<file path="src/rtl/wb_clint_pkg.sv">
// -----------------------------------------------------------------------------
// wb_clint_pkg
// Shared definitions for the Wishbone CLINT-style timer block:
//   - byte offsets of the registers inside the decoded window
//   - reset value of mtimecmp
//   - byte_merge(): applies a byte-lane select to a 32-bit register word
// -----------------------------------------------------------------------------
package wb_clint_pkg;

    localparam logic [31:0] MSIP_OFF        = 32'h0000_0000;
    localparam logic [31:0] CTRL_OFF        = 32'h0000_0004;
    localparam logic [31:0] MTIMECMP_LO_OFF = 32'h0000_0008;
    localparam logic [31:0] MTIMECMP_HI_OFF = 32'h0000_000C;
    localparam logic [31:0] MTIME_LO_OFF    = 32'h0000_0010;
    localparam logic [31:0] MTIME_HI_OFF    = 32'h0000_0014;

    localparam logic [63:0] MTIMECMP_RST = 64'hFFFF_FFFF_FFFF_FFFF;

    // Replace the selected byte lanes of old_word with those of new_word.
    function automatic logic [31:0] byte_merge(input logic [31:0] old_word,
                                               input logic [31:0] new_word,
                                               input logic [3:0]  sel);
        logic [31:0] merged;
        merged = old_word;
        for (int i = 0; i < 4; i++) begin
            if (sel[i]) begin
                merged[8*i +: 8] = new_word[8*i +: 8];
            end else begin
                merged[8*i +: 8] = old_word[8*i +: 8];
            end
        end
        return merged;
    endfunction

endpackage

</file>
<file path="src/rtl/wb_clint_timer_prescaler.sv">
// -----------------------------------------------------------------------------
// timer_prescaler
// Divides the clock for the mtime counter. count runs 0..div and then
// restarts; tick is high in the cycle where count == div, so div=0 ticks
// every cycle and div=N ticks every N+1 cycles.
// Ports:
//   clk_i  clock
//   rst_i  synchronous active-high reset
//   div    divider setting
//   clr    restart the count from 0 at this edge (ctrl or mtime written)
//   tick   advance mtime at this edge (combinational from count/div)
// -----------------------------------------------------------------------------
module timer_prescaler #(
    parameter int DIV_W = 16
) (
    input  logic             clk_i,
    input  logic             rst_i,
    input  logic [DIV_W-1:0] div,
    input  logic             clr,
    output logic             tick
);

    logic [DIV_W-1:0] count_r;

    assign tick = (count_r == div);

    // Prescale counter: wraps on tick, restarts on clr.
    always_ff @(posedge clk_i) begin
        if (rst_i) begin
            count_r <= '0;
        end else if (clr || tick) begin
            count_r <= '0;
        end else begin
            count_r <= count_r + DIV_W'(1);
        end
    end

endmodule

</file>
<file path="src/rtl/wb_clint_timer.sv">
// -----------------------------------------------------------------------------
// wb_clint_timer
// Wishbone B4 pipelined responder with a CLINT-style machine timer.
// Registers (byte offset within a 2^ADDR_W window, aliased above):
//   0x00 msip[0]   0x04 ctrl div   0x08/0x0C mtimecmp lo/hi
//   0x10/0x14 mtime lo/hi          other offsets read 0, writes ignored
// Ports:
//   clk_i, rst_i           clock, synchronous active-high reset
//   wb_cyc_i, wb_stb_i     request qualifiers (accept = cyc & stb)
//   wb_stall_o             always 0
//   wb_ack_o               one cycle after accept, masked by cyc
//   wb_we_i, wb_sel_i      write enable, byte lanes
//   wb_adr_i, wb_dat_i     byte address, write data
//   wb_dat_o               registered read data
//   timer_irq_o            mtime >= mtimecmp (registered)
//   soft_irq_o             msip (registered)
// -----------------------------------------------------------------------------
module wb_clint_timer
    import wb_clint_pkg::*;
#(
    parameter int ADDR_W = 5,
    parameter int DIV_W  = 16
) (
    input  logic        clk_i,
    input  logic        rst_i,
    input  logic        wb_cyc_i,
    input  logic        wb_stb_i,
    output logic        wb_stall_o,
    output logic        wb_ack_o,
    input  logic        wb_we_i,
    input  logic [3:0]  wb_sel_i,
    input  logic [31:0] wb_adr_i,
    input  logic [31:0] wb_dat_i,
    output logic [31:0] wb_dat_o,
    output logic        timer_irq_o,
    output logic        soft_irq_o
);

    logic             msip_r;
    logic [DIV_W-1:0] div_r;
    logic [63:0]      mtimecmp_r;
    logic [63:0]      mtime_r;
    logic             ack_r;
    logic [31:0]      dat_r;
    logic             timer_irq_r;
    logic             soft_irq_r;

    logic             accept_s;
    logic             wr_s;
    logic [31:0]      off_s;
    logic [31:0]      rd_data_s;
    logic [31:0]      wr_word_s;
    logic             wr_msip_s;
    logic             wr_ctrl_s;
    logic             wr_cmp_lo_s;
    logic             wr_cmp_hi_s;
    logic             wr_mtime_lo_s;
    logic             wr_mtime_hi_s;
    logic             clr_s;
    logic             tick_s;
    logic [63:0]      mtime_nxt_s;
    logic             unused_s;

    assign accept_s = wb_cyc_i & wb_stb_i;
    // sel=0 is acked but has no side effects at all (no count restart either).
    assign wr_s     = accept_s & wb_we_i & (|wb_sel_i);
    // Word offset only; adr[1:0] and bits above the window are ignored.
    assign off_s    = {{(32-ADDR_W){1'b0}}, wb_adr_i[ADDR_W-1:2], 2'b00};
    assign unused_s = ^{wb_adr_i[31:ADDR_W], wb_adr_i[1:0]};

    // Read mux and write decode for the addressed register.
    always_comb begin
        rd_data_s     = 32'h0000_0000;
        wr_msip_s     = 1'b0;
        wr_ctrl_s     = 1'b0;
        wr_cmp_lo_s   = 1'b0;
        wr_cmp_hi_s   = 1'b0;
        wr_mtime_lo_s = 1'b0;
        wr_mtime_hi_s = 1'b0;
        case (off_s)
            MSIP_OFF: begin
                rd_data_s = {31'h0000_0000, msip_r};
                wr_msip_s = wr_s;
            end
            CTRL_OFF: begin
                rd_data_s = {{(32-DIV_W){1'b0}}, div_r};
                wr_ctrl_s = wr_s;
            end
            MTIMECMP_LO_OFF: begin
                rd_data_s   = mtimecmp_r[31:0];
                wr_cmp_lo_s = wr_s;
            end
            MTIMECMP_HI_OFF: begin
                rd_data_s   = mtimecmp_r[63:32];
                wr_cmp_hi_s = wr_s;
            end
            MTIME_LO_OFF: begin
                rd_data_s     = mtime_r[31:0];
                wr_mtime_lo_s = wr_s;
            end
            MTIME_HI_OFF: begin
                rd_data_s     = mtime_r[63:32];
                wr_mtime_hi_s = wr_s;
            end
            default: begin
                rd_data_s = 32'h0000_0000;
            end
        endcase
    end

    // The merge base is the current value of the addressed register.
    assign wr_word_s = byte_merge(rd_data_s, wb_dat_i, wb_sel_i);
    assign clr_s     = wr_ctrl_s | wr_mtime_lo_s | wr_mtime_hi_s;

    timer_prescaler #(
        .DIV_W (DIV_W)
    ) u_prescaler (
        .clk_i (clk_i),
        .rst_i (rst_i),
        .div   (div_r),
        .clr   (clr_s),
        .tick  (tick_s)
    );

    // Next mtime: a bus write to either half wins over a tick on the same edge.
    always_comb begin
        mtime_nxt_s = mtime_r;
        if (wr_mtime_lo_s) begin
            mtime_nxt_s = {mtime_r[63:32], wr_word_s};
        end else if (wr_mtime_hi_s) begin
            mtime_nxt_s = {wr_word_s, mtime_r[31:0]};
        end else if (tick_s) begin
            mtime_nxt_s = mtime_r + 64'd1;
        end else begin
            mtime_nxt_s = mtime_r;
        end
    end

    // Register state, bus response and interrupt outputs.
    always_ff @(posedge clk_i) begin
        if (rst_i) begin
            msip_r      <= 1'b0;
            div_r       <= '0;
            mtimecmp_r  <= MTIMECMP_RST;
            mtime_r     <= 64'd0;
            ack_r       <= 1'b0;
            dat_r       <= 32'h0000_0000;
            timer_irq_r <= 1'b0;
            soft_irq_r  <= 1'b0;
        end else begin
            ack_r <= accept_s;
            // Read data is the pre-update value, also for writes.
            if (accept_s) begin
                dat_r <= rd_data_s;
            end
            if (wr_msip_s) begin
                msip_r <= wr_word_s[0];
            end
            if (wr_ctrl_s) begin
                div_r <= wr_word_s[DIV_W-1:0];
            end
            if (wr_cmp_lo_s) begin
                mtimecmp_r[31:0] <= wr_word_s;
            end
            if (wr_cmp_hi_s) begin
                mtimecmp_r[63:32] <= wr_word_s;
            end
            mtime_r     <= mtime_nxt_s;
            timer_irq_r <= (mtime_r >= mtimecmp_r);
            soft_irq_r  <= msip_r;
        end
    end

    // An ack pending when reset is raised is never shown on the bus.
    assign wb_ack_o    = ack_r & wb_cyc_i & ~rst_i;
    assign wb_stall_o  = 1'b0;
    assign wb_dat_o    = dat_r;
    assign timer_irq_o = timer_irq_r;
    assign soft_irq_o  = soft_irq_r;

endmodule
</file>
<file path="config.mk">
export PLATFORM = sky130hd
export DESIGN_NAME = wb_clint_timer
export DESIGN_NICKNAME = d
export VERILOG_FILES = /design/src/rtl/wb_clint_pkg.sv /design/src/rtl/wb_clint_timer_prescaler.sv /design/src/rtl/wb_clint_timer.sv
export SDC_FILE = /design/constraint.sdc
export NUM_CORES = 1
export LEC_CHECK = 0
export ABC_AREA = 1
export CAP_MARGIN = 0
export CORE_MARGIN = 1
export CORE_UTILIZATION = 29
export DETAILED_ROUTE_END_ITERATION = 10
export GPL_ROUTABILITY_DRIVEN = 0
export MAX_ROUTING_LAYER = met4
export PLACE_DENSITY = 0.53
export SLEW_MARGIN = 30
export SYNTH_ARGS = -nofsm -noshare
export SYNTH_HDL_FRONTEND = slang
export SYNTH_SLANG_ARGS = --single-unit
</file>
<file path="constraint.sdc">
create_clock -name clk_i -period 1.8 [get_ports clk_i]
set_input_delay 0.18 -clock clk_i [delete_from_list [all_inputs] [get_ports clk_i]]
set_output_delay 0.18 -clock clk_i [all_outputs]
set_load 0.005 [all_outputs]
</file>
==> impl_metrics.json <==
{
  "timing.final.hold_violations": 0,
  "power.share.sequential": 0.384,
  "max_freq_mhz": 531,
  "placed_area_um2": 18100,
  "synth_area_per_cell_um2": 6.25,
  "max_cap_viol_count": 0,
  "power.density_nw_per_um2": 665,
  "drt-wirelength-per-cell_um": 18.4,
  "vdd.ir_drop.worst_v": 0.000755,
  "grt_overflow_total": 0,
  "chipHeight_um": 218,
  "yosys_register_bits": 196,
  "largest_net_degree_at_the_start_of_global_routing": 57,
  "die-width_um": 218,
  "io_buffers": 78,
  "cts_buffers": 17,
  "ctsLongestPathBuffers": 2,
  "drive_above_1_share": 0.316,
  "drc": 0,
  "core-area_um2": 45700,
  "total_length_of_routed_wires_um": 59900,
  "worst_pin_slew_ns": 0.742,
  "critical_path_arrival_ns": 2.29,
  "ys_async_sr_fraction": 0,
  "multi_input_area_um2": 9080,
  "timing.final.crit_period_ns": 1.88,
  "synth-edff-count": 0,
  "placementRows": 78,
  "clock_sink_count": 196,
  "power.switching_mw": 4.84,
  "vias": 16427,
  "start_util": 0.296,
  "post-dp-hpwl_um": 45900,
  "synthesis.area_um2": 13500,
  "combinationalPowerShare": 0.319,
  "netlist_instances": 2165,
  "detailedRoute.firstPassIterationCount": 7,
  "grt_first_pass_wirelength_um": 89800,
  "timing.max_slew.rel_slack": 0.505,
  "cp_data_required_time_ns": 2.21,
  "grt_pass1_vias": 15468,
  "layoutNonFillerInstCount": 3248,
  "final_setup_viols": 32,
  "final_critical_path_setup_slack_ns": -0.0848,
  "fill_cells": 4730,
  "post-route-period-util": 1.05,
  "worst-path-max-fanout": 2,
  "power_share_of_the_clock_group": 0.297,
  "total_power_mw": 13.4,
  "synth-seq-area-share": 0.290,
  "insertedDiodeCount": 0,
  "post_synth_num_cell_types": 46,
  "worst_clock_skew_ns": 0.0150,
  "dp_cells": 3178,
  "start_kind": "register",
  "ys_warn_count": 0,
  "io_pins": 109,
  "clk-insertion-delay-late_ns": 0.49,
  "violations": "setup timing",
  "postSynthNetCount": 2304,
  "drt_iter0_markers": 1428,
  "swShare": 0.361,
  "register_area_um2": 4040,
  "timing_worst_setup_path_type": "reg -> reg",
  "worstSetupEndpointType": "register",
  "tritoncts": "done",
  "hold_class": "in -> reg",
  "maxSlewViolCount": 0,
  "grt_setup_unrepaired": "true",
  "die-area_um2": 47500,
  "grt_resource_usage_total": 0.255,
  "reported_leakage_power_nw": 9.26,
  "clk_pin_slew_worst_paths_ns": 0.09,
  "number_of_antenna_violations_at_the_first_check_in_global_routing": 0,
  "cts.root.buffer_cell": "sky130_fd_sc_hd__clkbuf_16",
  "finalSetupTns_ns": -1.07,
  "run_status": "finished with violations",
  "htreeDepth": 4,
  "num-nets-final": 2774,
  "vias_per_cell": 5.06,
  "internal-power_mw": 8.55,
  "stdcell_area_um2": 20100,
  "antenna_violating_nets_post_route": 0,
  "flow.area_growth_from_synthesis_pct": 49.0,
  "ys.flop_type": "sky130_fd_sc_hd__dfxtp_1"
}
final timing paths:
path                  startpoint            end  slack [ns]  cells past startpoint
setup reg to reg  mtimecmp_r[40]    timer_irq_o       -0.08                     10
hold / removal             rst_i  mtimecmp_r[6]        0.24                      3
hold reg to reg    mtimecmp_r[8]  mtimecmp_r[8]        0.47                      2
setup / recovery  mtimecmp_r[40]    timer_irq_o       -0.08                     10
through the flow:
| step | setup WS, ns | hold WS, ns | util |
|---|---|---|---|
| floorplan | 0.116 | 0.388 | - |
| global placement | -0.661 | 0.452 | 0.397 |
| detailed placement | -0.641 | 0.459 | 0.397 |
| CTS | -0.0219 | 0.256 | 0.421 |
| global route | -0.178 | 0.255 | 0.441 |
| finish | -0.0848 | 0.239 | 0.441 |
metal layers:
| metal | vias to the layer above | part of all wire | global-route usage |
|---|---|---|---|
| met5 | - | 0 | - |
| met3 | 118 | 0.071 | 0.0395 |
| li1 | 8075 | - | - |
| met4 | 0 | 0.039 | 0.0977 |
| met2 | 656 | 0.45 | 0.396 |
| met1 | 7578 | 0.44 | 0.331 |
state kept, by name, summed over array words and instances, names as in the netlist:
signal	count
ack_r	1
div_r	16
msip_r	1
mtime_r	64
mtimecmp_r	64
soft_irq_o	1
timer_irq_o	1
u_prescaler.count_r	16
wb_dat_o	32
cells in the mapped netlist, types with 7 or more instances:
cell type                  instances  share of area
sky130_fd_sc_hd__o211ai_1         42          0.023
sky130_fd_sc_hd__a31oi_1          15         0.0069
sky130_fd_sc_hd__o21ai_0         157          0.058
sky130_fd_sc_hd__clkbuf_1         43          0.012
sky130_fd_sc_hd__a21oi_2          16          0.010
sky130_fd_sc_hd__buf_4             7         0.0039
sky130_fd_sc_hd__nor2_1          326          0.090
sky130_fd_sc_hd__nand3_2           7         0.0052
sky130_fd_sc_hd__nand4_1          52          0.024
sky130_fd_sc_hd__nand3_1         198          0.073
sky130_fd_sc_hd__dfxtp_1         196           0.29
sky130_fd_sc_hd__ha_1             66          0.061
sky130_fd_sc_hd__nor2_2           12         0.0056
sky130_fd_sc_hd__or2_2            33          0.015
sky130_fd_sc_hd__a21oi_1         130          0.048
sky130_fd_sc_hd__nor3_1           20         0.0074
sky130_fd_sc_hd__nand2_1         498           0.14
sky130_fd_sc_hd__buf_1            10         0.0028
sky130_fd_sc_hd__xor2_1            8         0.0052
sky130_fd_sc_hd__buf_2            22         0.0081
sky130_fd_sc_hd__inv_1           231          0.064
sky130_fd_sc_hd__nand3b_1          9         0.0050
critical path, cell delays in order, from the launching register on:
cell	delay [ns]
sky130_fd_sc_hd__dfxtp_2	0.38
sky130_fd_sc_hd__inv_2	0.05
sky130_fd_sc_hd__ha_1	0.27
sky130_fd_sc_hd__nand2_1	0.06
sky130_fd_sc_hd__nor4_2	0.31
sky130_fd_sc_hd__buf_4	0.23
sky130_fd_sc_hd__buf_4	0.12
sky130_fd_sc_hd__nand3_1	0.08
sky130_fd_sc_hd__nand2_2	0.10
sky130_fd_sc_hd__nor2_1	0.05
sky130_fd_sc_hd__a21oi_2	0.15
layout make-up:
type                    instances  area share
clock buffers                  17      0.0211
inverters                     243      0.0460
well taps                     600      0.0373
multi-input cells            1640       0.451
flip-flops and latches        196       0.200
repair buffers                537       0.237
clock inverters                15     0.00758
cell usage in the layout (no fill, tap or decap), types with 6 or more instances in the layout:
| cell | instances |
|---|---|
| sky130_fd_sc_hd__a21oi_1 | 124 |
| sky130_fd_sc_hd__clkdlybuf4s50_1 | 75 |
| sky130_fd_sc_hd__nand3_4 | 6 |
| sky130_fd_sc_hd__a21oi_2 | 22 |
| sky130_fd_sc_hd__inv_2 | 27 |
| sky130_fd_sc_hd__nor2_4 | 25 |
| sky130_fd_sc_hd__nand2_4 | 17 |
| sky130_fd_sc_hd__a31oi_1 | 15 |
| sky130_fd_sc_hd__clkbuf_16 | 21 |
| sky130_fd_sc_hd__nand2_1 | 455 |
| sky130_fd_sc_hd__ha_4 | 10 |
| sky130_fd_sc_hd__o211ai_1 | 42 |
| sky130_fd_sc_hd__or2_2 | 33 |
| sky130_fd_sc_hd__nor3_2 | 7 |
| sky130_fd_sc_hd__nand3_2 | 11 |
| sky130_fd_sc_hd__dfxtp_4 | 11 |
| sky130_fd_sc_hd__o21ai_1 | 17 |
| sky130_fd_sc_hd__nand2_2 | 34 |
| sky130_fd_sc_hd__dfxtp_1 | 128 |
| sky130_fd_sc_hd__nand3_1 | 189 |
| sky130_fd_sc_hd__xor2_1 | 8 |
| sky130_fd_sc_hd__inv_8 | 7 |
| sky130_fd_sc_hd__nand4_1 | 52 |
| sky130_fd_sc_hd__buf_12 | 31 |
| sky130_fd_sc_hd__inv_1 | 209 |
| sky130_fd_sc_hd__nor3_1 | 10 |
| sky130_fd_sc_hd__nand3b_1 | 9 |
| sky130_fd_sc_hd__nor2_2 | 57 |
| sky130_fd_sc_hd__buf_4 | 406 |
| sky130_fd_sc_hd__o21ai_0 | 136 |
| sky130_fd_sc_hd__o21ai_2 | 7 |
| sky130_fd_sc_hd__dfxtp_2 | 57 |
| sky130_fd_sc_hd__buf_6 | 16 |
| sky130_fd_sc_hd__nor2_1 | 258 |
| sky130_fd_sc_hd__ha_1 | 55 |
kinds of logic after synthesis:
group / Yosys count / synth area share
AO/OA/AOI/OAI: 380 / 0.158
AND/OR/NAND/NOR: 1180 / 0.384
buffers and inverters: 329 / 0.0981
flip-flops: 196 / 0.290
adder cells (fa/ha/maj): 66 / 0.0611
other: 1 / 0.000277
XOR/XNOR: 13 / 0.00842
power by group through the flow:
stage | Clock [mW] | Combinational, mW | Sequential, mW
CTS | 4.04 | 3.54 | 5.08
global placement | 0 | 3.34 | 5.11
finish | 3.98 | 4.27 | 5.14
detailed placement | 0 | 3.39 | 5.12
global route | 4.22 | 4.59 | 5.17
floorplan | 0 | 1.67 | 5.00
what timing repair did:
| action | 4_1_cts | 5_1_grt |
|---|---|---|
| setup endpoints to repair | 67 | 117 |
| hold buffers | 0 | 0 |
| pin swaps | 29 | 75 |
| gates resized for setup | 137 | 214 |
| setup buffers | 9 | 25 |
| cloned | 0 | 4 |
No activity file was read; power rests on OpenSTA's default activity.
==> RTL edit, RTL diff (config.mk and constraints unchanged) <==
Put one more register stage on the output `soft_irq_o`, without a reset. The value now appears one clock later. The other outputs are not delayed to match. Comments in the files are not updated.
--- a/src/rtl/wb_clint_timer.sv
+++ b/src/rtl/wb_clint_timer.sv
@@ -176,6 +176,8 @@
     assign wb_stall_o  = 1'b0;
     assign wb_dat_o    = dat_r;
     assign timer_irq_o = timer_irq_r;
-    assign soft_irq_o  = soft_irq_r;
+    always_ff @(posedge clk_i) begin
+        soft_irq_o <= soft_irq_r;
+    end
 
 endmodule
Function: changed (a bounded check fails within 4 cycles, from zero or initial values and one cycle with rst_i high).
==> RTL edit against the original RTL <==
The run still ends with setup timing left. Sequential cell count increased by 1. Wire length decreased by 1.1%. Synthesized area increased by 0.15%. Design area decreased by 0.82%. Worst setup slack improved by 0.028 ns. Sequential power about the same. Power decreased by 1.2%. Critical path type unchanged.
==> RTL edit: results (changes against the original RTL) <==
failing checks: setup timing
Post-DP HPWL: 45.5 mm (-0.99%)
ranking of synthesized cells by area: dfxtp_1 (29%), nand2_1 (14%), nor2_1 (9.0%)
sequential cell area share: 20.4% (+0.40 points)
DRT iter0 DRCs: 1441 (+0.91%)
Hold Path End: wb_dat_o[13]
pin slew with the least headroom to its limit: 0.526 ns (-0.217 ns)
skew final: 0.0169 ns (+0.00194 ns)
most used standard cells in the synthesized netlist: nand2_1 (498), nor2_1 (326), inv_1 (231), nand3_1 (198), dfxtp_1 (197)
reg-to-reg startpoint: mtime_r[10]
setup TNS: -0.295 ns (+0.773 ns)
Signal buf overhead: 22.7% (-0.97 points)
Avg Vias per Cell: 5.05 (-0.15%)
sequential share of the synthesized area: 29.1% (+0.10 points)
Placement Setup Slack: -0.561 ns (+0.0799 ns)
Worst Hold Path Cells: 4 (+1)
nets: 2758 (-0.58%)
syn nets: 2305 (+0.043%)
run status: finished with violations
Non-clock buffers: 520 (-3.2%)
Peak VDD IR: 1.16 mV (+54%)
final non-filler cell total: 3232 (-0.49%)
static leakage: 9.15 nW (-1.3%)
Sink Count: 197 (+0.51%)
clock-cell share of area: 3.01% (+0.14 points)
Max FO, Critical Path: 5 (+3)
worst setup margin: -0.0564 ns (+0.0284 ns)
slowest stage cell on the critical path: dfxtp_4
cells after synthesis: 2166 (+0.046%)
Final setup viols: 14 (-56%)
WL final: 59.3 mm (-1.1%)
[RTL edit: cell types whose count changed in the layout (fill, tap and decap cells not counted), moves of 6 or more]
cell	unedited run	this run
inv_1	209	215
o21ai_1	17	11
nor2_1	258	246
dfxtp_4	11	17
nand2_2	34	50
nand2_4	17	8
nand2_1	455	447
nor2_2	57	67
buf_4	406	397
dfxtp_1	128	120
[RTL edit: logic make-up (layout without fill, tap and decap cells)]
logic type	after synthesis	after routing	synth area share [%]
XOR/XNOR	13	13	0.841
flip-flops	197	197	29.1
AND/OR/NAND/NOR	1180	1180	38.3
AO/OA/AOI/OAI	380	380	15.8
other	1	1	0.0277
adder cells (fa/ha/maj)	66	66	6.10
buffers and inverters	329	795	9.79
[RTL edit: per-stage QoR]
stage | total power [mW] | hold slack [ns] | area (um2) | util (%)
2_1_floorplan | 6.69 | 0.310 | 13500 | -
3_3_place_gp | 8.41 | 0.314 | 18100 | 39.7
3_5_place_dp | 8.45 | 0.318 | 18100 | 39.7
6_report | 13.2 | 0.0219 | 20000 | 43.7
5_1_grt | 13.8 | 0.0706 | 20000 | 43.7
4_1_cts | 12.7 | 0.0111 | 19100 | 41.7
[RTL edit: repair_timing]
item                                    CTS  global route
hold buffers                              1             0
resized for setup                       108           253
endpoints found under the hold margin     1             0
endpoints found under the setup margin   55            82
pin swaps                                23            59
buffers inserted                          2            15
gates cloned                              0             3
[RTL edit: metal layers]
metal / up-vias / global-route usage (%)
met3: 134 / 3.31
li1: 8025 / -
met4: 0 / 11.0
met1: 7543 / 32.0
met2: 620 / 39.9
met5: - / -
[RTL edit: power by group]
part	leakage, nW	total (mW)	internal, mW	switching (mW)
clock	0.289	4.08	1.99	2.08
combinational	7.23	4.00	1.85	2.15
sequential	1.63	5.15	4.71	0.448
